### src/rtl/gate_vector_sequencer_if.sv
// Signal bundle between the gate-vector sequencer, its controller and the gate block under test.
// The master side issues start and returns the gate outputs; the slave side is the sequencer.
interface gate_vector_sequencer_if #(
  parameter int unsigned ERR_W = 4
);
  logic             start;
  logic             a;
  logic             b;
  logic             y_and;
  logic             y_or;
  logic             y_nand;
  logic             y_xor;
  logic             busy;
  logic [1:0]       vec_idx;
  logic             done;
  logic             pass;
  logic [ERR_W-1:0] err_count;
  logic [15:0]      result;

  modport master (
    output start, y_and, y_or, y_nand, y_xor,
    input  a, b, busy, vec_idx, done, pass, err_count, result
  );

  modport slave (
    input  start, y_and, y_or, y_nand, y_xor,
    output a, b, busy, vec_idx, done, pass, err_count, result
  );
endinterface

### src/rtl/gate_vector_sequencer.sv
// On-chip self-test of the AND/OR/NAND/XOR gate block: walks a/b through all four vectors,
// captures the gate outputs after a programmable hold and checks them against the truth table.
module gate_vector_sequencer #(
  parameter int unsigned HOLD_CYCLES = 4,
  parameter int unsigned ERR_W       = 4
) (
  input logic                   clk,
  input logic                   rst_n,
  gate_vector_sequencer_if.slave bus
);

  typedef enum logic [1:0] {StIdle, StDrive, StDone} state_e;

  // Expected {xor,nand,or,and} nibble per vector index {a,b}.
  localparam logic [15:0]      ExpNibbles = 16'h3EE4;
  localparam logic [7:0]       HoldLast   = 8'(HOLD_CYCLES - 1);
  localparam logic [ERR_W-1:0] ErrMax     = '1;

  state_e           state_q, state_d;
  logic [7:0]       hold_q, hold_d;
  logic [1:0]       vec_q, vec_d;
  logic             busy_q, busy_d;
  logic             done_q, done_d;
  logic             pass_q, pass_d;
  logic [ERR_W-1:0] err_q, err_d;
  logic [15:0]      result_q, result_d;
  logic [3:0]       sampled;

  assign sampled = {bus.y_xor, bus.y_nand, bus.y_or, bus.y_and};

  always_comb begin
    state_d  = state_q;
    hold_d   = hold_q;
    vec_d    = vec_q;
    pass_d   = pass_q;
    err_d    = err_q;
    result_d = result_q;
    case (state_q)
      StIdle: begin
        if (bus.start) begin
          state_d  = StDrive;
          hold_d   = '0;
          vec_d    = '0;
          err_d    = '0;
          result_d = '0;
          pass_d   = 1'b0;
        end
      end
      StDrive: begin
        if (hold_q == HoldLast) begin
          hold_d = '0;
          result_d[{vec_q, 2'b00} +: 4] = sampled;
          // One count per mismatching vector, regardless of how many bits differ.
          if ((sampled != ExpNibbles[{vec_q, 2'b00} +: 4]) && (err_q != ErrMax)) begin
            err_d = err_q + 1'b1;
          end
          if (vec_q == 2'd3) begin
            state_d = StDone;
            vec_d   = '0;
            pass_d  = (err_d == '0);
          end else begin
            vec_d = vec_q + 2'd1;
          end
        end else begin
          hold_d = hold_q + 8'd1;
        end
      end
      StDone:  state_d = StIdle;
      default: state_d = StIdle;
    endcase
    busy_d = (state_d == StDrive);
    done_d = (state_d == StDone);
  end

  always_ff @(posedge clk or negedge rst_n) begin
    if (!rst_n) begin
      state_q  <= StIdle;
      hold_q   <= '0;
      vec_q    <= '0;
      busy_q   <= 1'b0;
      done_q   <= 1'b0;
      pass_q   <= 1'b0;
      err_q    <= '0;
      result_q <= '0;
    end else begin
      state_q  <= state_d;
      hold_q   <= hold_d;
      vec_q    <= vec_d;
      busy_q   <= busy_d;
      done_q   <= done_d;
      pass_q   <= pass_d;
      err_q    <= err_d;
      result_q <= result_d;
    end
  end

  assign bus.a         = vec_q[1];
  assign bus.b         = vec_q[0];
  assign bus.vec_idx   = vec_q;
  assign bus.busy      = busy_q;
  assign bus.done      = done_q;
  assign bus.pass      = pass_q;
  assign bus.err_count = err_q;
  assign bus.result    = result_q;

endmodule

### src/flat_wrapper.sv
// flat-port wrapper written by rule: the top's interface ports become plain ports
module gate_vector_sequencer_flat 
#(
  parameter int unsigned HOLD_CYCLES = 4,
  parameter int unsigned ERR_W       = 4
)
  (clk, rst_n, bus_start, bus_y_and, bus_y_or, bus_y_nand, bus_y_xor, bus_a, bus_b, bus_busy, bus_vec_idx, bus_done, bus_pass, bus_err_count, bus_result);
  gate_vector_sequencer_if #(.ERR_W(ERR_W)) bus_i ();
  input logic clk;
  input logic rst_n;
  input wire logic [$bits(bus_i.start)-1:0] bus_start;
  input wire logic [$bits(bus_i.y_and)-1:0] bus_y_and;
  input wire logic [$bits(bus_i.y_or)-1:0] bus_y_or;
  input wire logic [$bits(bus_i.y_nand)-1:0] bus_y_nand;
  input wire logic [$bits(bus_i.y_xor)-1:0] bus_y_xor;
  output wire logic [$bits(bus_i.a)-1:0] bus_a;
  output wire logic [$bits(bus_i.b)-1:0] bus_b;
  output wire logic [$bits(bus_i.busy)-1:0] bus_busy;
  output wire logic [$bits(bus_i.vec_idx)-1:0] bus_vec_idx;
  output wire logic [$bits(bus_i.done)-1:0] bus_done;
  output wire logic [$bits(bus_i.pass)-1:0] bus_pass;
  output wire logic [$bits(bus_i.err_count)-1:0] bus_err_count;
  output wire logic [$bits(bus_i.result)-1:0] bus_result;
  assign bus_i.start = bus_start;
  assign bus_i.y_and = bus_y_and;
  assign bus_i.y_or = bus_y_or;
  assign bus_i.y_nand = bus_y_nand;
  assign bus_i.y_xor = bus_y_xor;
  assign bus_a = bus_i.a;
  assign bus_b = bus_i.b;
  assign bus_busy = bus_i.busy;
  assign bus_vec_idx = bus_i.vec_idx;
  assign bus_done = bus_i.done;
  assign bus_pass = bus_i.pass;
  assign bus_err_count = bus_i.err_count;
  assign bus_result = bus_i.result;
  gate_vector_sequencer #(.HOLD_CYCLES(HOLD_CYCLES), .ERR_W(ERR_W)) u_core (.clk(clk), .rst_n(rst_n), .bus(bus_i));
endmodule
### config.mk
export PLATFORM = sky130hd
export DESIGN_NAME = gate_vector_sequencer_flat
export DESIGN_NICKNAME = d
export VERILOG_FILES = /design/src/rtl/gate_vector_sequencer_if.sv /design/src/rtl/gate_vector_sequencer.sv /design/src/flat_wrapper.sv
export SDC_FILE = /design/constraint.sdc
export NUM_CORES = 1
export LEC_CHECK = 0
export ABC_AREA = 1
export BUFFER_PORTS_ARGS = -buffer_cell sky130_fd_sc_hd__buf_2
export CAP_MARGIN = 20
export CELL_PAD_IN_SITES_DETAIL_PLACEMENT = 0
export CELL_PAD_IN_SITES_GLOBAL_PLACEMENT = 1
export CORE_ASPECT_RATIO = 1.4
export CORE_MARGIN = 5
export CORE_UTILIZATION = 42
export CTS_BUF_LIST = sky130_fd_sc_hd__clkbuf_4
export DETAILED_ROUTE_END_ITERATION = 10
export GPL_ROUTABILITY_DRIVEN = 0
export PLACE_DENSITY = 0.8
export SLEW_MARGIN = 25
export SYNTH_ARGS = -nofsm -noshare
export SYNTH_HDL_FRONTEND = slang
export SYNTH_SLANG_ARGS = --single-unit
export TNS_END_PERCENT = 10
### constraint.sdc
create_clock -name clk -period 2.8 [get_ports clk]
set_input_delay 0.84 -clock clk [delete_from_list [all_inputs] [get_ports clk]]
set_output_delay 0.84 -clock clk [all_outputs]
set_load 0.01 [all_outputs]
# [Word-level counts from Yosys, hierarchy flattened]
# Cells that the tools add are included.
[word_totals] register_bits=35 input_bits=7 out_inout_bits=27 word_cells=57
[op_classes] addsub=4 n_eq_ne=10 shifts=3 n_mux=25 reduce_logical=7
[op_table] op="$mux W16" n=2
[op_table] op="$pmux W16 S2" n=1
[op_table] op="$mux W4" n=5
[op_table] op="$bwmux W16" n=1
[op_table] op="$mux W8" n=2
[op_table] op="$pmux W8 S2" n=1
[op_table] op="$shift A4 B6 Y16 const A" n=1
[op_table] op="$shiftx A16 B5 Y4 const A" n=1
[op_table] op="$shiftx A4 B6 Y16" n=1
[op_table] op="$mux W2" n=6
[op_table] op="$add A8 B1 Y8 const B" n=1
[op_table] op="$eq A8 B2 Y1 const B" n=1
[op_table] op="$pmux W2 S2" n=2
[op_table] op="$pmux W4 S2" n=1
[op_table] op="$neg A4 Y6" n=1
[op_table] op="$add A4 B1 Y4 const B" n=1
[op_table] op="$eq A2 B1 Y1 const B" n=2
[op_table] op="$eq A2 B2 Y1 const B" n=2
[op_table] op="$logic_not A4 Y1" n=1
[op_table] op="$ne A2 B1 Y1 const B" n=2
[op_table] op="$ne A4 B4 Y1" n=1
[op_table] op="$ne A4 B4 Y1 const B" n=1
[op_table] op="$reduce_and A4 Y1" n=1
[op_table] op="$mux W1" n=3
[op_table] op="8 further kinds" n=8

# [Depth between registers and ports, before layout]
# Gate-level depths: netlist of the first run.
[logic_depth] word_depth=10 depth_mapped=14

# [Worst setup path after synthesis of the first run]
# OpenSTA, ideal clock, no wires.
[synth_timing] kind="flip-flop to flip-flop" start="register u_core.vec_q[0] (netlist: u_core.bus.vec_idx[0])" end="register u_core.pass_q (netlist: u_core.bus.pass)" setup_ns=0.117 t_arrival_ns=1.920 setup_slack_ns=0.763 path_stages_with_launch=15 period_less_slack_ns=2.037 path_cell_list="dfrtp_1 inv_1 ha_1 inv_1 ha_1 inv_1 nand2_1 nor2_1 nand2_2 nand2_2 nand2_1 nand2_1 nor2_1 nand3_1 nand2_1"
[synth_via] elab_chain_cells=10 word_cells_on_any_way=13
[synth_rtl] element="start: declaration" line="gate_vector_sequencer.sv:21" rtl="logic [1:0] vec_q, vec_d;"
[synth_rtl] element="start signal: assignment" line="gate_vector_sequencer.sv:88" rtl="vec_q <= vec_d;"
[synth_rtl] element="$shiftx A16 B5 Y4" line="gate_vector_sequencer.sv:54" rtl="if ((sampled != ExpNibbles[{vec_q, 2'b00} +: 4]) && (err_q != ErrMax)) begin"
[synth_rtl] element="$ne A4 B4 Y1" line="gate_vector_sequencer.sv:54"
[synth_rtl] element="$logic_and A1 B1 Y1" line="gate_vector_sequencer.sv:54"
[synth_rtl] element="$mux W4" line="gate_vector_sequencer.sv:54"
[synth_rtl] element="$mux W4" line="gate_vector_sequencer.sv:50" rtl="if (hold_q == HoldLast) begin"
[synth_rtl] element="$mux W4" line="gate_vector_sequencer.sv:38" rtl="case (state_q)"
[synth_rtl] element="$logic_not A4 Y1" line="gate_vector_sequencer.sv:60" rtl="pass_d = (err_d == '0);"
[synth_rtl] element="$mux W1" line="gate_vector_sequencer.sv:57" rtl="if (vec_q == 2'd3) begin"
[synth_rtl] element="$mux W1" line="gate_vector_sequencer.sv:50"
[synth_rtl] element="$pmux W1 S2" line="gate_vector_sequencer.sv:38"
[synth_rtl] element="end signal: assignment" line="gate_vector_sequencer.sv:91" rtl="pass_q <= pass_d;"
[synth_rtl] element="end: declaration" line="gate_vector_sequencer.sv:24" rtl="logic pass_q, pass_d;"
# Parallel ways exist; a longest one is shown, timed or not. The select of a mux whose other input is x is not followed.
# A chain may end at the register's enable or synchronous reset.

# [Worst setup path in the final report of the first run]
# Ends and elaborated chain as after synthesis.

==> results of run 1 <==
## cell usage in the layout, fill, tap and decap left out, drive strengths merged, types with 3 or more instances in the layout
| cell type | n |
|---|---|
| ha | 8 |
| dfrtp | 35 |
| inv | 27 |
| o21ai | 19 |
| o22ai | 7 |
| xor2 | 4 |
| nor3 | 7 |
| buf | 33 |
| nand2 | 66 |
| a21oi | 3 |
| clkbuf | 6 |
| nor2 | 23 |
| nand3b | 3 |
| nand3 | 22 |
## where the power goes
part / internal [µW] / total, µW / leakage [µW] / switching, µW
clock network: 103 / 266 / 0.0000307 / 163
registers: 690 / 851 / 0.000454 / 162
logic: 385 / 1030 / 0.000658 / 649
total: 1180 / 2150 / 0.00114 / 974
## metal layers
layer	vias up	GRT usage	part of all wire	wire (µm)
met5	-	0	0	0
met4	0	0.0660	0.021	94
li1	838	-	-	-
met3	8	0.0387	0.035	156
met1	763	0.181	0.42	1900
met2	35	0.290	0.52	2320
## layout make-up
type / count / area (µm²)
well taps: 62 / 77.6
flip-flops and latches: 35 / 876
fillers: 495 / 2320
clock inverters: 2 / 7.51
repair buffers: 33 / 165
inverters: 27 / 101
multi-input cells: 169 / 910
clock buffers: 6 / 45.0
## worst max-delay path, delay by kind of cell (launching register included)
family                   cells  cell delay [ns]
buffers and inverters        3             0.38
flip-flops                   1             0.50
adder cells (fa/ha/maj)      2             0.58
AND/OR/NAND/NOR              9             0.68
## stage by stage
stage | power, µW | util
6_report | 2150 | 0.485
5_1_grt | 2360 | 0.485
4_1_cts | 2180 | 0.485
3_5_place_dp | 1900 | 0.473
3_3_place_gp | 1890 | 0.473
2_1_floorplan | 1580 | -
## cell families after synthesis
family | after synthesis
DFF | 35
and+or+nand+nor | 124
buffers and inverters | 32
AOI/OAI and AO/OA | 31
xor gates and xnor gates | 6
adders and majority gates | 8
## state kept, by name (all words and copies together), names as in the netlist
signal,cells
u_core.bus.result,16
u_core.hold_q,8
u_core.bus.err_count,4
u_core.bus.vec_idx,2
u_core.state_q,2
u_core.bus.busy,1
u_core.bus.done,1
u_core.bus.pass,1
## worst max-delay path by stage
stage,cells after the start,to,from
final,14,u_core.bus.pass,u_core.bus.vec_idx[0]
after CTS,14,u_core.bus.pass,u_core.bus.vec_idx[0]
after detailed placement,14,u_core.bus.pass,u_core.bus.vec_idx[0]
after global placement,14,u_core.bus.pass,u_core.bus.vec_idx[0]
after floorplan,14,u_core.bus.pass,u_core.bus.vec_idx[0]
after global routing,13,u_core.bus.pass,u_core.bus.vec_idx[0]
==> key figures, run 1 <==
STA
  • Setup repair after global routing missed its margin: false
  • Post-route minimum period: 2.22 ns
  • Count of endpoints failing hold in the final timing report: 0
  • Achievable clock frequency: 450 MHz
  • Sum Neg Setup Slack: 0 ns
  • Worst setup margin: 0.576 ns
  • Final clock period utilization by the worst path: 0.794
  • Worst-margin pin slew: 0.797 ns
  • Setup-failing EPs final: 0
  • Relative slew slack: 0.469
  • Layout Skew: 0.0154 ns
  • Post-route worst hold slack: 0.487 ns
  • Final Max Tran Viols: 0

Finish
  • P&R area growth vs syn: 13.3%
  • Final layout net count: 286
  • Area of all placed cells without fillers: 2180 µm²
  • Diodes inserted: 0
  • Share of post-route cells with drive strength above 1: 0.210
  • Final instance count without filler cells: 334

Clock tree
  • Clock transition time at the flip-flop clock pins of the worst setup and hold paths: 0.11 ns
  • Root Buffer: clkbuf_4
  • Number of CTS-inserted buffers: 5
  • CTS Hold Buffers Added: 0
  • H-tree levels: 2
  • Buffers inserted by post-CTS timing repair: 0
  • Number of sinks on the clock net: 35
  • Number of gates resized after cts: 0
  • Insertion delay to the later sink of the worst-skew pair: 0.34 ns
  • Maximum number of buffers from clock root to sink: 2
  • TritonCTS clock tree: done

Placement
  • Post-placement worst setup slack: 0.592 ns
  • Final HPWL DP: 3390 µm
  • Total placed instance area: 2130 µm²
  • Count of buffers from port buffering: 33
  • Number of placed instances, taps included: 326

Global routing
  • GRT Resource Usage Total: 0.164
  • Antenna violations before repair: 0
  • Overflow left after global routing: 0
  • Pin count of the biggest net entering global routing: 36
  • First-pass GRT wire length: 7620 µm
  • Vias in the first global route: 1700

Drt
  • Count of nets left with antenna violations after detail routing: 0
  • DRC errors left: 0
  • Routed wire length per instance: 13.4 µm
  • DRT Wirelength: 4470 µm
  • Total number of vias: 1644
  • First DRT Iteration DRCs: 64
  • Routed vias/inst: 4.92
  • Detailed Routing Iterations Pass 1: 6

Setup path
  • Critical Path Fanout Max: 11
  • Slowest cell delay on critical path: 0.50 ns
  • Setup crit start kind: register
  • Chain of cells forming the critical path: inv_1, ha_1, inv_1, ha_1, inv_1, nand2_1, nor2_1, nand2_2, nand2_2, nand2_1, nand2_1, nor2_1, nand3_1, nand2_1
  • End of the worst register-to-register path: u_core.bus.pass
  • Register-to-register path setup slack: 0.58 ns
  • Crit-path most repeated cell: nand2_1
  • Reg-to-reg critical path startpoint: u_core.bus.vec_idx[0]
  • Required time at the endpoint of the critical path: 3.04 ns
  • Critical Path End Type: register
  • Signal arrival time at the worst endpoint: 2.46 ns
  • Cell type of the slowest stage on the worst timing path: dfrtp_1
  • Worst setup path category: reg -> reg
  • Depth of the worst register-to-register path: 14

Power and ir drop
  • Maximum vdd ir drop: 0.468 mV
  • Pwr per Cell Area: 986 nW/µm²
  • Leakage Power: 0.00114 µW

Status
  • Outcome: completed

Floorplan
  • Initial Util: 0.428
  • Ports: 34
  • Die boundary width: 67.2 µm
  • Total Die Area: 6060 µm²
  • Y dimension of the die: 90.1 µm
  • Number of standard-cell rows in the floorplan: 29
  • Area of the core: 4500 µm²

Yosys
  • Number of flops mapped to enable cells by yosys: 0
  • Yosys warnings: 0
  • Async set-reset flop share out of synthesis: 1.00
  • Cells taking the most area after synthesis: dfrtp_1 45%, nand2_1 12%, nand3_1 5.7%
  • Area fraction in compound gates after synthesis: 0.0936
  • Simple-gate share of the synthesized area: 0.300
  • Most used standard cells in the synthesized netlist: 59 x nand2_1, 35 x dfrtp_1, 23 x inv_1
  • Gate Count Post-Synth: 236
  • Leading register cell type out of synthesis: dfrtp_1
  • Post-synth design cell area: 1930 µm²
  • Synth Area in Adders: 0.0520
  • Cell with the most instances after synthesis: nand2_1
  • Part of the Yosys area used for sequential elements: 0.455
  • Synthesized netlist net count: 251
  • Multiplexer area fraction after synthesis: 0
  • Unique masters post-synth: 27
  • Post-Synth XOR/XNOR Area: 0.0273
  • Largest family of logic cells by synthesized area: simple AND/OR/NAND/NOR gates
  • Synthesis-stage register bit count: 35
  • Most area-hungry cell type in the Yosys netlist: dfrtp_1
  • Share of the synthesized area in the top cell type: 0.455
  • Syn_area_per_cell: 8.16 µm²

Worst hold path
  • Hold WC Path Type: reg -> reg
  • Hold path endpoint: u_core.bus.result[2]
  • Hold_sp: u_core.bus.result[2]
  • Hold Path Depth: 2

Run
  • Maxcap violations: 0
Power figures use the tool's default switching activity.
==> inputs of run 2 (changes only) <==
Settings changed: ABC_AREA 1 to 0, CORE_UTILIZATION 42 to 44.
Clock period 2.8 ns to 2.1 ns, I/O delays scaled along.
==> run 2 against run 1 <==
  * The flow now finishes with violations (setup timing)
  * Largest cell class unchanged
  * Worst hold slack worse by 0.26 ns
  * Setup slack worse by 0.60 ns
  * Power increased by 56%
==> key figures, run 2 <==
Finish
  • P&R area growth vs syn: 32.4%
  • Combined area of the multi-input logic cells: 1040 µm² (+14%)
  • Commonest cells after routing, fill and taps aside: 36 x buf_4, 33 x buf_2, 33 x dfrtp_1
  • Share of post-route cells with drive strength above 1: 0.423 (+0.214)
  • Largest register FFs: 16 (unchanged)
  • Sequential cell area: 878 µm² (+0.29%)
  • Diodes inserted: 0 (unchanged)
  • Filler Cells Inserted: 397 (-20%)
  • Final layout net count: 281 (-1.7%)
  • Final instance count without filler cells: 327 (-2.1%)
  • Leading cell type in the layout, fill and taps excluded: buf_4

STA
  • Achievable clock frequency: 471 MHz (+4.8%)
  • Relative slew slack: 0.668 (+0.199)
  • Worst-margin pin slew: 0.498 ns (-0.299 ns)
  • Count of endpoints failing hold in the final timing report: 0 (unchanged)
  • Post-route minimum period: 2.12 ns (-0.102 ns)
  • Setup-failing EPs final: 1 (+1)
  • Layout Skew: 0.00670 ns (-0.00872 ns)
  • Worst setup margin: -0.0215 ns (-0.598 ns)
  • Final Max Tran Viols: 0 (unchanged)
  • Final clock period utilization by the worst path: 1.01 (+0.216)
  • Setup repair after global routing missed its margin: true

Clock tree
  • Insertion delay to the later sink of the worst-skew pair: 0.32 ns (-0.02 ns)
  • Maximum number of buffers from clock root to sink: 2 (unchanged)
  • H-tree levels: 2 (unchanged)
  • TritonCTS clock tree: done
  • Number of CTS-inserted buffers: 5 (unchanged)
  • Number of sinks on the clock net: 35 (unchanged)
  • Clock transition time at the flip-flop clock pins of the worst setup and hold paths: 0.10 ns (about the same)
  • CTS Hold Buffers Added: 0 (unchanged)
  • Root Buffer: clkbuf_4

Drt
  • Routed wire length per instance: 13.6 µm (+1.8%)
  • First DRT Iteration DRCs: 60 (-6.3%)
  • Routed vias/inst: 4.94 (+0.34%)
  • Total number of vias: 1615 (-1.8%)
  • Count of nets left with antenna violations after detail routing: 0 (unchanged)
  • DRC errors left: 0 (unchanged)
  • Detailed Routing Iterations Pass 1: 4 (-2)
  • DRT Wirelength: 4450 µm (-0.31%)

Yosys
  • Most used standard cells in the synthesized netlist: 35 x dfrtp_1, 28 x nand2_1, 18 x inv_1
  • Yosys warnings: 0 (unchanged)
  • Share of the synthesized area in the top cell type: 0.450 (-0.00439)
  • Synthesis-stage register bit count: 35 (unchanged)
  • Cell with the most instances after synthesis: dfrtp_1
  • Number of flops mapped to enable cells by yosys: 0 (unchanged)
  • Synthesized netlist net count: 208 (-17%)
  • Part of the Yosys area used for sequential elements: 0.450 (-0.00439)
  • Unique masters post-synth: 43 (+59%)
  • Gate Count Post-Synth: 193 (-18%)
  • Async set-reset flop share out of synthesis: 1.00 (unchanged)
  • Syn_area_per_cell: 10.1 µm² (+23%)
  • Most area-hungry cell type in the Yosys netlist: dfrtp_1
  • Post-synth design cell area: 1940 µm² (+0.97%)
  • Leading register cell type out of synthesis: dfrtp_1
  • Cells taking the most area after synthesis: dfrtp_1 45%, nand2_1 5.4%, mux2_2 5.2%

Global routing
  • Antenna violations before repair: 0 (unchanged)
  • Vias in the first global route: 1630 (-4.1%)
  • First-pass GRT wire length: 7590 µm (-0.45%)
  • Pin count of the biggest net entering global routing: 20 (-44%)
  • Overflow left after global routing: 0 (unchanged)
  • GRT Resource Usage Total: 0.167 (+0.00294)

Power and ir drop
  • Portion of total power attributed to sequential cells: 0.328 (-0.068)
  • Overall power of the completed layout: 3350 µW (+56%)
  • Maximum vdd ir drop: 0.573 mV (+22%)
  • Net switching power of the design: 1350 µW (+39%)
  • Switching fraction of total power: 0.404 (-0.0481)
  • Pwr per Cell Area: 1300 nW/µm² (+32%)
  • Internal Power: 1990 µW (+69%)
  • Clock network fraction of total power: 0.103 (-0.021)
  • Leakage Power: 0.00122 µW (+6.8%)
  • Combinational share of power: 0.569 (+0.088)

Placement
  • Final HPWL DP: 3470 µm (+2.4%)
  • Count of buffers from port buffering: 33 (unchanged)
  • Number of placed instances, taps included: 313 (-4.0%)

Floorplan
  • Initial Util: 0.455 (+0.0269)
  • Area of the core: 4270 µm² (-5.0%)
  • Die boundary width: 66.2 µm (-1.6%)
  • Ports: 34 (unchanged)
  • Number of standard-cell rows in the floorplan: 28 (-3.4%)
  • Total Die Area: 5870 µm² (-3.1%)
  • Y dimension of the die: 88.7 µm (-1.6%)

Status
  • Failing checks: setup timing
  • Outcome: finished, violations left

Setup path
  • Cell type of the slowest stage on the worst timing path: dfrtp_2
  • Worst setup path category: reg -> reg
  • Chain of cells forming the critical path: ha_4, or3b_4, a211oi_4, mux2_4, o21a_1, o32ai_2
  • Reg-to-reg critical path startpoint: u_core.bus.vec_idx[0]
  • Critical Path End Type: register
  • Register-to-register path setup slack: -0.02 ns (-0.60 ns)
  • Slowest cell delay on critical path: 0.46 ns (-0.04 ns)
  • End of the worst register-to-register path: u_core.bus.pass
  • Depth of the worst register-to-register path: 6 (-8)
  • Required time at the endpoint of the critical path: 2.33 ns (-0.71 ns)
  • Critical Path Fanout Max: 3 (-8)
  • Setup crit start kind: register
  • Signal arrival time at the worst endpoint: 2.35 ns (-0.11 ns)

Run
  • Maxcap violations: 0 (unchanged)

Worst hold path
  • Hold WC Path Type: in -> async
==> run 2: cell type report <==
class,instances,area share
flip-flops and latches,35,0.341
clock inverters,2,0.00292
multi-input cells,135,0.403
repair buffers,71,0.178
inverters,18,0.0282
well taps,60,0.0292
clock buffers,6,0.0175
==> run 2: timing repair <==
action                     CTS  global route
resized for setup            6             6
pin swaps                    6             6
setup endpoints to repair   10            18
setup buffers                4             2
==> run 2: per-layer routing <==
layer | GRT usage | vias to the layer above | routed length (µm)
met5 | 0 | - | 0
met4 | 0.0518 | 0 | 50
met3 | 0.0330 | 5 | 152
met2 | 0.303 | 27 | 2380
met1 | 0.195 | 765 | 1870
li1 | - | 818 | -
==> run 2: logic make-up after synthesis <==
kind of cell / after synthesis / synth area share
and+or+nand+nor: 73 / 0.199
xor gates and xnor gates: 1 / 0.00451
DFF: 35 / 0.450
buffers and inverters: 23 / 0.0521
adders and majority gates: 8 / 0.0515
muxes: 17 / 0.0933
AOI/OAI and AO/OA: 36 / 0.149
==> run 2: power groups by stage <==
stage	registers [µW]	clock network [µW]	logic, µW
CTS	1100	361	1880
finish	1100	344	1910
detailed placement	1120	0	1800
global placement	1110	0	1780
global route	1130	395	2120
floorplan	1190	0	1060
==> run 2: per-stage QoR <==
step	TNS (ns)	area [µm²]	utilization	setup slack [ns]	hold slack [ns]
2_1_floorplan	-0.156	2000	-	-0.156	0.334
3_3_place_gp	-0.316	2440	0.571	-0.166	0.478
3_5_place_dp	-0.397	2440	0.571	-0.195	0.484
4_1_cts	-0.0603	2540	0.595	-0.0579	0.225
5_1_grt	-0.767	2570	0.602	-0.0952	0.232
6_report	-0.0215	2570	0.602	-0.0215	0.224
==> run 2: worst max-delay path by stage <==
stage,cells past startpoint,startpoint,slack [ns],to
floorplan,9,u_core.bus.vec_idx[0],-0.16,u_core.bus.pass
global placement,6,bus_y_and,-0.17,u_core.bus.pass
detailed placement,6,bus_y_and,-0.19,u_core.bus.pass
CTS,6,u_core.bus.vec_idx[0],-0.06,u_core.bus.pass
global route,6,u_core.bus.vec_idx[0],-0.1,u_core.bus.pass
finish,6,u_core.bus.vec_idx[0],-0.02,u_core.bus.pass
==> run 2: worst max-delay path, delay by kind of cell, from the launching register on <==
kind	cells	cell delay, ns
muxes	1	0.32
DFF	1	0.46
adders and majority gates	1	0.17
and+or+nand+nor	1	0.38
AOI/OAI and AO/OA	3	0.70
